`config.mk`:
```
export PLATFORM = sky130hd
export DESIGN_NAME = result_uart_tx
export DESIGN_NICKNAME = d
export VERILOG_FILES = /design/src/rtl/result_uart_tx.sv
export SDC_FILE = /design/constraint.sdc
export NUM_CORES = 1
export LEC_CHECK = 0
export ABC_CLOCK_PERIOD_IN_PS = 2100
export BUFFER_PORTS_ARGS = -buffer_cell sky130_fd_sc_hd__buf_2
export CORE_MARGIN = 4
export CORE_UTILIZATION = 39
export CTS_CLUSTER_DIAMETER = 100
export DETAILED_ROUTE_END_ITERATION = 10
export PLACE_DENSITY = 0.64
export SLEW_MARGIN = 0
export SYNTH_ARGS = -nofsm -noshare
export SYNTH_HDL_FRONTEND = slang
export SYNTH_SLANG_ARGS = --single-unit
```
`constraint.sdc`:
```
create_clock -name clk -period 2.1 [get_ports clk]
set_input_delay 0.105 -clock clk [delete_from_list [all_inputs] [get_ports clk]]
set_output_delay 0.105 -clock clk [all_outputs]
set_load 0.005 [all_outputs]
```
`src/rtl/result_uart_tx.sv`:
```
// result_uart_tx: sends the 16-bit result as four uppercase ASCII hex digits
// followed by CR LF over an 8N1 serial line (LSB first, idle high).
// Optional build macro RESULT_TX_AUTOSEND_EN: a change of data_in relative to
// the last transmitted value also starts a frame, in addition to send.
module result_uart_tx #(
  parameter int unsigned CLKS_PER_BIT = 868
) (
  input  logic        clk,
  input  logic        reset,
  input  logic        clk_en,
  input  logic [15:0] data_in,
  input  logic        send,
  output logic        tx,
  output logic        busy,
  output logic        done
);

  localparam int unsigned CNT_W = (CLKS_PER_BIT > 1) ? $clog2(CLKS_PER_BIT) : 1;
  localparam logic [CNT_W-1:0] BAUD_LAST = CNT_W'(CLKS_PER_BIT - 1);
  localparam logic [2:0] LAST_CHAR = 3'd5;
  localparam logic [2:0] LAST_BIT  = 3'd7;

  typedef enum logic [1:0] {IDLE, START, DATA, STOP} state_t;

  state_t           state;
  logic [CNT_W-1:0] baud_cnt;
  logic [2:0]       bit_idx;
  logic [2:0]       char_idx;
  logic [7:0]       cur_char;
  logic [15:0]      snap;
  logic             request_c;
  logic             baud_end_c;

`ifdef RESULT_TX_AUTOSEND_EN
  logic [15:0] last_sent;
  assign request_c = send || (data_in != last_sent);
`else
  assign request_c = send;
`endif

  assign baud_end_c = (baud_cnt == BAUD_LAST);

  // Nibble to uppercase ASCII hex digit
  function automatic logic [7:0] hex_ascii(input logic [3:0] n);
    return (n < 4'd10) ? (8'h30 + 8'(n)) : (8'h37 + 8'(n));
  endfunction

  // Character at position idx of the frame built from value v
  function automatic logic [7:0] char_at(input logic [2:0] idx, input logic [15:0] v);
    logic [7:0] c;
    case (idx)
      3'd0:    c = hex_ascii(v[15:12]);
      3'd1:    c = hex_ascii(v[11:8]);
      3'd2:    c = hex_ascii(v[7:4]);
      3'd3:    c = hex_ascii(v[3:0]);
      3'd4:    c = 8'h0D;
      default: c = 8'h0A;
    endcase
    return c;
  endfunction

  // Frame sequencer: state, baud/bit/char counters and registered outputs
  always_ff @(posedge clk) begin
    if (reset) begin
      state    <= IDLE;
      tx       <= 1'b1;
      busy     <= 1'b0;
      done     <= 1'b0;
      baud_cnt <= '0;
      bit_idx  <= '0;
      char_idx <= '0;
      cur_char <= '0;
      snap     <= '0;
`ifdef RESULT_TX_AUTOSEND_EN
      last_sent <= '0;
`endif
    end else if (clk_en) begin
      done <= 1'b0;
      case (state)
        IDLE: begin
          if (request_c) begin
            snap     <= data_in;
            char_idx <= '0;
            bit_idx  <= '0;
            cur_char <= char_at(3'd0, data_in);
            baud_cnt <= '0;
            tx       <= 1'b0;
            busy     <= 1'b1;
            state    <= START;
`ifdef RESULT_TX_AUTOSEND_EN
            last_sent <= data_in;
`endif
          end
        end
        START: begin
          if (baud_end_c) begin
            baud_cnt <= '0;
            bit_idx  <= '0;
            tx       <= cur_char[0];
            state    <= DATA;
          end else begin
            baud_cnt <= baud_cnt + CNT_W'(1);
          end
        end
        DATA: begin
          if (baud_end_c) begin
            baud_cnt <= '0;
            if (bit_idx == LAST_BIT) begin
              tx    <= 1'b1;
              state <= STOP;
            end else begin
              bit_idx <= bit_idx + 3'd1;
              tx      <= cur_char[bit_idx + 3'd1];
            end
          end else begin
            baud_cnt <= baud_cnt + CNT_W'(1);
          end
        end
        STOP: begin
          if (baud_end_c) begin
            baud_cnt <= '0;
            if (char_idx != LAST_CHAR) begin
              char_idx <= char_idx + 3'd1;
              cur_char <= char_at(char_idx + 3'd1, snap);
              tx       <= 1'b0;
              state    <= START;
            end else begin
              tx    <= 1'b1;
              busy  <= 1'b0;
              done  <= 1'b1;
              state <= IDLE;
            end
          end else begin
            baud_cnt <= baud_cnt + CNT_W'(1);
          end
        end
        default: state <= IDLE;
      endcase
    end
  end

endmodule

```
* After elaboration in Yosys (flattened, before gate mapping) *
Index checks and enable logic that the tools add are counted.

storage, ports and cells
  bits in registers = 45
  bits in latches = 0
  RAM bits = 0
  memory bits (read-only) = 0
  output and inout port bits = 3
  word-level logic and storage cells = 101
  memories kept = 0

cells by class
  $add $sub $neg = 13
  $mul = 0
  div/mod/pow operators = 0
  magnitude comparators = 6
  eq/ne operators = 18
  shifts and indexed selects = 0
  multiplexer cells = 43
  bitwise operators = 0
  reduce and logical (&&, ||, !) cells = 12

operators by type and width
  kind                                                                  number
  6-bit by 4-bit adder with 7-bit output, first input constant          10
  7-bit two-way mux                                                     5
  7-bit case mux with 5 select lines                                    1
  8-bit two-way mux                                                     3
  4-bit < comparator, second input constant                             5
  10-bit two-way mux                                                    2
  10-bit case mux with 2 select lines                                   1
  3-bit two-way mux                                                     6
  2-bit != test, second input constant                                  8
  8-bit case mux with 2 select lines                                    1
  5-bit AND reduction                                                   3
  1-bit two-way mux                                                     13
  6-bit AND reduction                                                   2
  10-bit by 1-bit adder with 10-bit output, second input constant       1
  10-bit == test, second input constant                                 1
  2-bit two-way mux                                                     5
  3-bit case mux with 3 select lines                                    1
  2-bit case mux with 4 select lines                                    1
  3-bit by 1-bit adder with 3-bit output, second input constant         2
  3-bit by 2-bit == test with 1-bit output, second input constant       2
  3-bit == test, second input constant                                  2
  3-bit case mux with 2 select lines                                    1
  2-bit == test, second input constant                                  2
  3-bit by 4-bit < comparator with 1-bit output, second input constant  1
  13 further kinds                                                      13

* Depth between registers and ports, before layout *
  depth in word-level cells = 6
  mapped depth = 9
  gate-level depth less buffers = 7

* Worst setup path before layout *
Ideal clock, no wire load.

  kind = register to register
  start = reg char_idx[0]
  end = reg cur_char[2]
  setup time = 0.138 ns
  arrival time = 1.746 ns
  path slack = 0.215 ns
  stages on the path, launching flop included = 9
  buffers on the path = 1
  cells stage by stage = dfxtp_1 > inv_1 > ha_1 > clkbuf_1 > o41a_1 > nand2_1 > o22ai_1 > nor3_1 > a211oi_1

between the ends
  cells in the longest elaborated chain, start to end = 6
  elaborated cells on any way between the ends = 13
  those cells by class = add/sub: 1; eq/ne: 6; mux: 4; reduce/logical: 2

RTL lines
  item                                         line  RTL
  from (decl)                                  28    logic [2:0] char_idx;
  from (signal assigned)                       123   char_idx <= char_idx + 3'd1;
  3-bit by 1-bit adder with 3-bit output       124   cur_char <= char_at(char_idx + 3'd1, snap);
  3-bit == test, or another cell as far along  51    case (idx)
  7-bit case mux with 5 select lines           51
  8-bit two-way mux                            122   if (char_idx != LAST_CHAR) begin
  8-bit two-way mux                            120   if (baud_end_c) begin
  8-bit case mux with 2 select lines           79    case (state)
  to (signal assigned)                         85    cur_char <= char_at(3'd0, data_in);
  to (signal assigned)                         124
  to (decl)                                    29    logic [7:0] cur_char;

Parallel ways exist; a longest one is shown, timed or not. The select of a mux whose other input is x is not followed.
A chain may end at the register's enable or synchronous reset.

* Worst setup path in the final report *
  start = reg baud_cnt[1]
  end = reg state[0]

between the ends
  cells in the longest elaborated chain, start to end = 3
  elaborated cells on any way between the ends = 5
  those cells by class = eq/ne: 4; reduce/logical: 1

RTL lines
  item                                      line  RTL
  from (decl)                               26    logic [CNT_W-1:0] baud_cnt;
  from (signal assigned)                    102   baud_cnt <= baud_cnt + CNT_W'(1);
  from (signal assigned)                    116   baud_cnt <= baud_cnt + CNT_W'(1);
  from (signal assigned)                    134   baud_cnt <= baud_cnt + CNT_W'(1);
  10-bit == test (*)                        41    assign baud_end_c = (baud_cnt == BAUD_LAST);
  2-bit != test (no source line)            -
  6-bit AND reduction (no source line) (*)  -
  to (signal assigned)                      65    state <= IDLE;
  to (signal assigned)                      89    state <= START;
  to (signal assigned)                      100   state <= DATA;
  to (decl)                                 25    state_t state;

Every way passes the cells marked *; elsewhere a longest branch is shown, timed or not.

==> impl_metrics.toml <==
[clock_tree]
cts_made_buffers = 5
clk_pin_slew_ps = 90
cts_setup_buffers = 0
cts_tree = "done"
clock_latency_ps = 300
cts.htree.levels = 2
cts_root_buf = "clkbuf_8"
clockBufferDepth = 2
cts.sinks = 44

[yosys]
synth_edf_count = 0
ys.flop_type = "dfxtp_1"
ys_seq_elements = 44
ys_seq_area_frac = 0.306
synth_top_family_by_area = "compound AO/OA/AOI/OAI gates"
synth-xor-area-share = 0.0396
synth_area_um2 = 2870
synthCells = 358
async_flop_share = 0
synthAdderAreaFrac = 0.0740
ys_warn_count = 0
synth-compound-area-share = 0.255
synthesis.nets = 395
synth_mux_area_frac = 0.0261
synthDistinctLibCells = 67
yosys.area_share.simple = 0.239
syn_area_per_cell_um2 = 8.03

[final_layout]
drive_gt1_frac = 0.170
postLayoutCellArea_um2 = 3260
layout.nets = 420
diodes = 0
area_growth_pct = 13.6

[placed_design]
place_congestion = 0.883
portBuffers = 22
dpl.hpwl_um = 5130
pre_cts_ws_ps = 174
placed_area_um2 = 3130

[routing]
detailedRoute.firstPassIterationCount = 4
totalWireLength_um = 6740
drt-initial-drc-count = 105
drc_errors = 0
vias_per_cell = 5.36
wl_per_cell_um = 14.0
vias = 2583
ant_nets = 0

[timing]
setup-tns-final_ps = 0
slew-limit-headroom = 0.637
fmax_mhz = 520
setup_ws_ps = 175
hold_viol_final = 0
setup_viol = 0
tightest_slew_ps = 545
finalCritPeriodShare = 0.917
rsz0062_at_grt = "false"
finClkSkew_ps = 12.9
finalCriticalPeriod_ps = 1920
report.final.slew_viol_count = 0

[floorplanning]
ios = 23
core_area_um2 = 7210
start_util = 0.398
die-height_um = 93.8
die-area_um2 = 8810
placementRows = 31
dieWidth_um = 93.8

[worst_setup_path]
path_class = "reg2reg"
cp-start-kind = "flip-flop"
max_stage_delay_ps = 370
path_delay_family = "simple AND/OR/NAND/NOR gates"
cp_cell_sequence = "ha_1 -> and4b_1 -> and3_1 -> nand2_2 -> a221o_1 -> a211oi_2"
crit_buf_inv = 0
crit_path_end_kind = "flip-flop"
worstPathRequired_ps = 2330
crit_arrival_ps = 2150
slowest_stage = "dfxtp_1"
path_max_fanout = 7

[power_and_ir_drop]
power_frac_seq = 0.445
intPower_mw = 1.53
peakVddDrop_mv = 0.297
combPwrFrac = 0.193
power_density_nw_per_um2 = 647
power.share.clock = 0.363
p_leak_nw = 1.20
switchingPower_mw = 0.580
p_sw_frac = 0.275

[flow_run]
maxCapViolCount = 0

[grt]
grt_pass1_vias = 2448
grt_start_max_net_pins = 30
grt_pass1_wl_um = 11600
antenna_found_initial = 0
grt_overflow_total = 0
grt_use_total = 0.162

[min_path]
hold_class = "in2reg"

[outcome]
status = "finished clean"
==> power by group through the flow <==
| stage | registers [mW] | logic [mW] | clock network, mW |
|---|---|---|---|
| after floorplan | 0.937 | 0.302 | 0 |
| after global placement | 0.956 | 0.402 | 0 |
| after detailed placement | 0.959 | 0.407 | 0 |
| after CTS | 0.939 | 0.410 | 0.786 |
| after global routing | 0.950 | 0.460 | 0.827 |
| final | 0.939 | 0.407 | 0.766 |
==> what timing repair did <==
item                       in CTS  in global routing
gates resized for setup         0                  1
setup endpoints to repair       0                  1
hold buffers                    0                  0
==> per-stage QoR <==
step | utilization | power [mW] | hold slack [ps] | instances
final | 0.452 | 2.11 | 38.8 | 482
after global routing | 0.452 | 2.24 | 25.0 | 482
after CTS | 0.452 | 2.14 | 32.4 | 482
after detailed placement | 0.434 | 1.37 | 352 | 475
after global placement | 0.434 | 1.36 | 344 | 475
after floorplan | - | 1.24 | 241 | 358
==> registers in the layout, summed over array words and instances, names as in the netlist <==
register	count
busy	1
state	2
bit_idx	3
char_idx	3
baud_cnt	10
tx	1
snap	16
cur_char	7
done	1
==> synthesized netlist by cell type, drive strengths merged (3+ instances only) <==
| cell type | n | share of area |
|---|---|---|
| nand4 | 4 | 0.0087 |
| a21boi | 4 | 0.010 |
| nor3 | 6 | 0.018 |
| xnor2 | 8 | 0.024 |
| nand3b | 3 | 0.0078 |
| nor2 | 28 | 0.038 |
| a22oi | 7 | 0.018 |
| nand3 | 11 | 0.021 |
| inv | 22 | 0.029 |
| xor2 | 5 | 0.015 |
| a21o | 4 | 0.010 |
| dfxtp | 44 | 0.31 |
| and3 | 3 | 0.0065 |
| and4b | 5 | 0.017 |
| a211oi | 6 | 0.021 |
| ha | 17 | 0.074 |
| mux2i | 3 | 0.010 |
| a41oi | 3 | 0.0091 |
| o211ai | 4 | 0.010 |
| nand2 | 53 | 0.070 |
| nor2b | 4 | 0.0087 |
| nand2b | 5 | 0.011 |
| o21ai | 16 | 0.032 |
| a21oi | 34 | 0.061 |
| clkbuf | 14 | 0.018 |
| a31oi | 6 | 0.013 |
| buf | 5 | 0.012 |
==> layer usage <==
metal | up-vias | GRT usage | part of all wire | wire length [um]
li1 | 1326 | - | - | -
met1 | 1207 | 0.217 | 0.48 | 3250
met2 | 44 | 0.270 | 0.48 | 3220
met3 | 6 | 0.0313 | 0.032 | 219
met4 | 0 | 0.0373 | 0.0076 | 51
met5 | - | 0 | 0 | 0
==> area by class of cell <==
class / count / area, um2
Sequential cell: 44 / 881
Clock inverter: 2 / 60.1
Inverter: 22 / 82.6
Timing Repair Buffer: 37 / 223
Fill cell: 739 / 3950
Multi-Input combinational cell: 273 / 1830
Tap cell: 99 / 124
Clock buffer: 5 / 68.8
==> cell families after synthesis <==
logic type / after synthesis
adder cells (fa/ha/maj): 17
XOR/XNOR: 13
flip-flops: 44
AO/OA/AOI/OAI: 103
multiplexers: 6
AND/OR/NAND/NOR: 134
buffers and inverters: 41
==> path summary, 6_finish.rpt <==
check	from	end	slack (ps)	cells past startpoint
setup reg to reg	baud_cnt[1]	state[0]	180	6
setup / recovery	baud_cnt[1]	state[0]	180	6
hold reg to reg	snap[12]	snap[12]	460	2
hold / removal	data_in[5]	snap[5]	40	3
==> worst reg2reg max path: cells and delay by family, from the launching register on <==
family	cells	cell delay [ps]
simple gates	3	740
fa+ha+maj	1	190
flops	1	370
compound gates	2	550
==> cells in the final DEF (no fill, tap or decap), types with 3 or more instances in the layout <==
master / netlist / routed
nand4_1: 4 / 4
a211oi_1: 3 / 3
o21ai_0: 13 / 13
dfxtp_1: 44 / 44
nand2_1: 52 / 51
and3_1: 3 / 3
xor2_1: 5 / 5
buf_2: 1 / 22
a31oi_1: 6 / 6
nor2_1: 26 / 26
a21o_1: 4 / 4
xnor2_1: 8 / 8
a41oi_1: 3 / 3
o211ai_1: 4 / 4
and4b_1: 5 / 5
nor3_1: 3 / 3
nand3b_1: 3 / 3
nand2b_1: 5 / 5
clkbuf_8: 0 / 5
a21boi_0: 4 / 4
inv_1: 21 / 21
mux2i_1: 3 / 3
nor2b_1: 4 / 4
a21oi_1: 33 / 33
buf_4: 0 / 15
ha_1: 17 / 17
a22oi_1: 7 / 7
nand3_1: 10 / 10
a211oi_2: 3 / 3
Note: power is estimated with default switching activity, not from simulation.
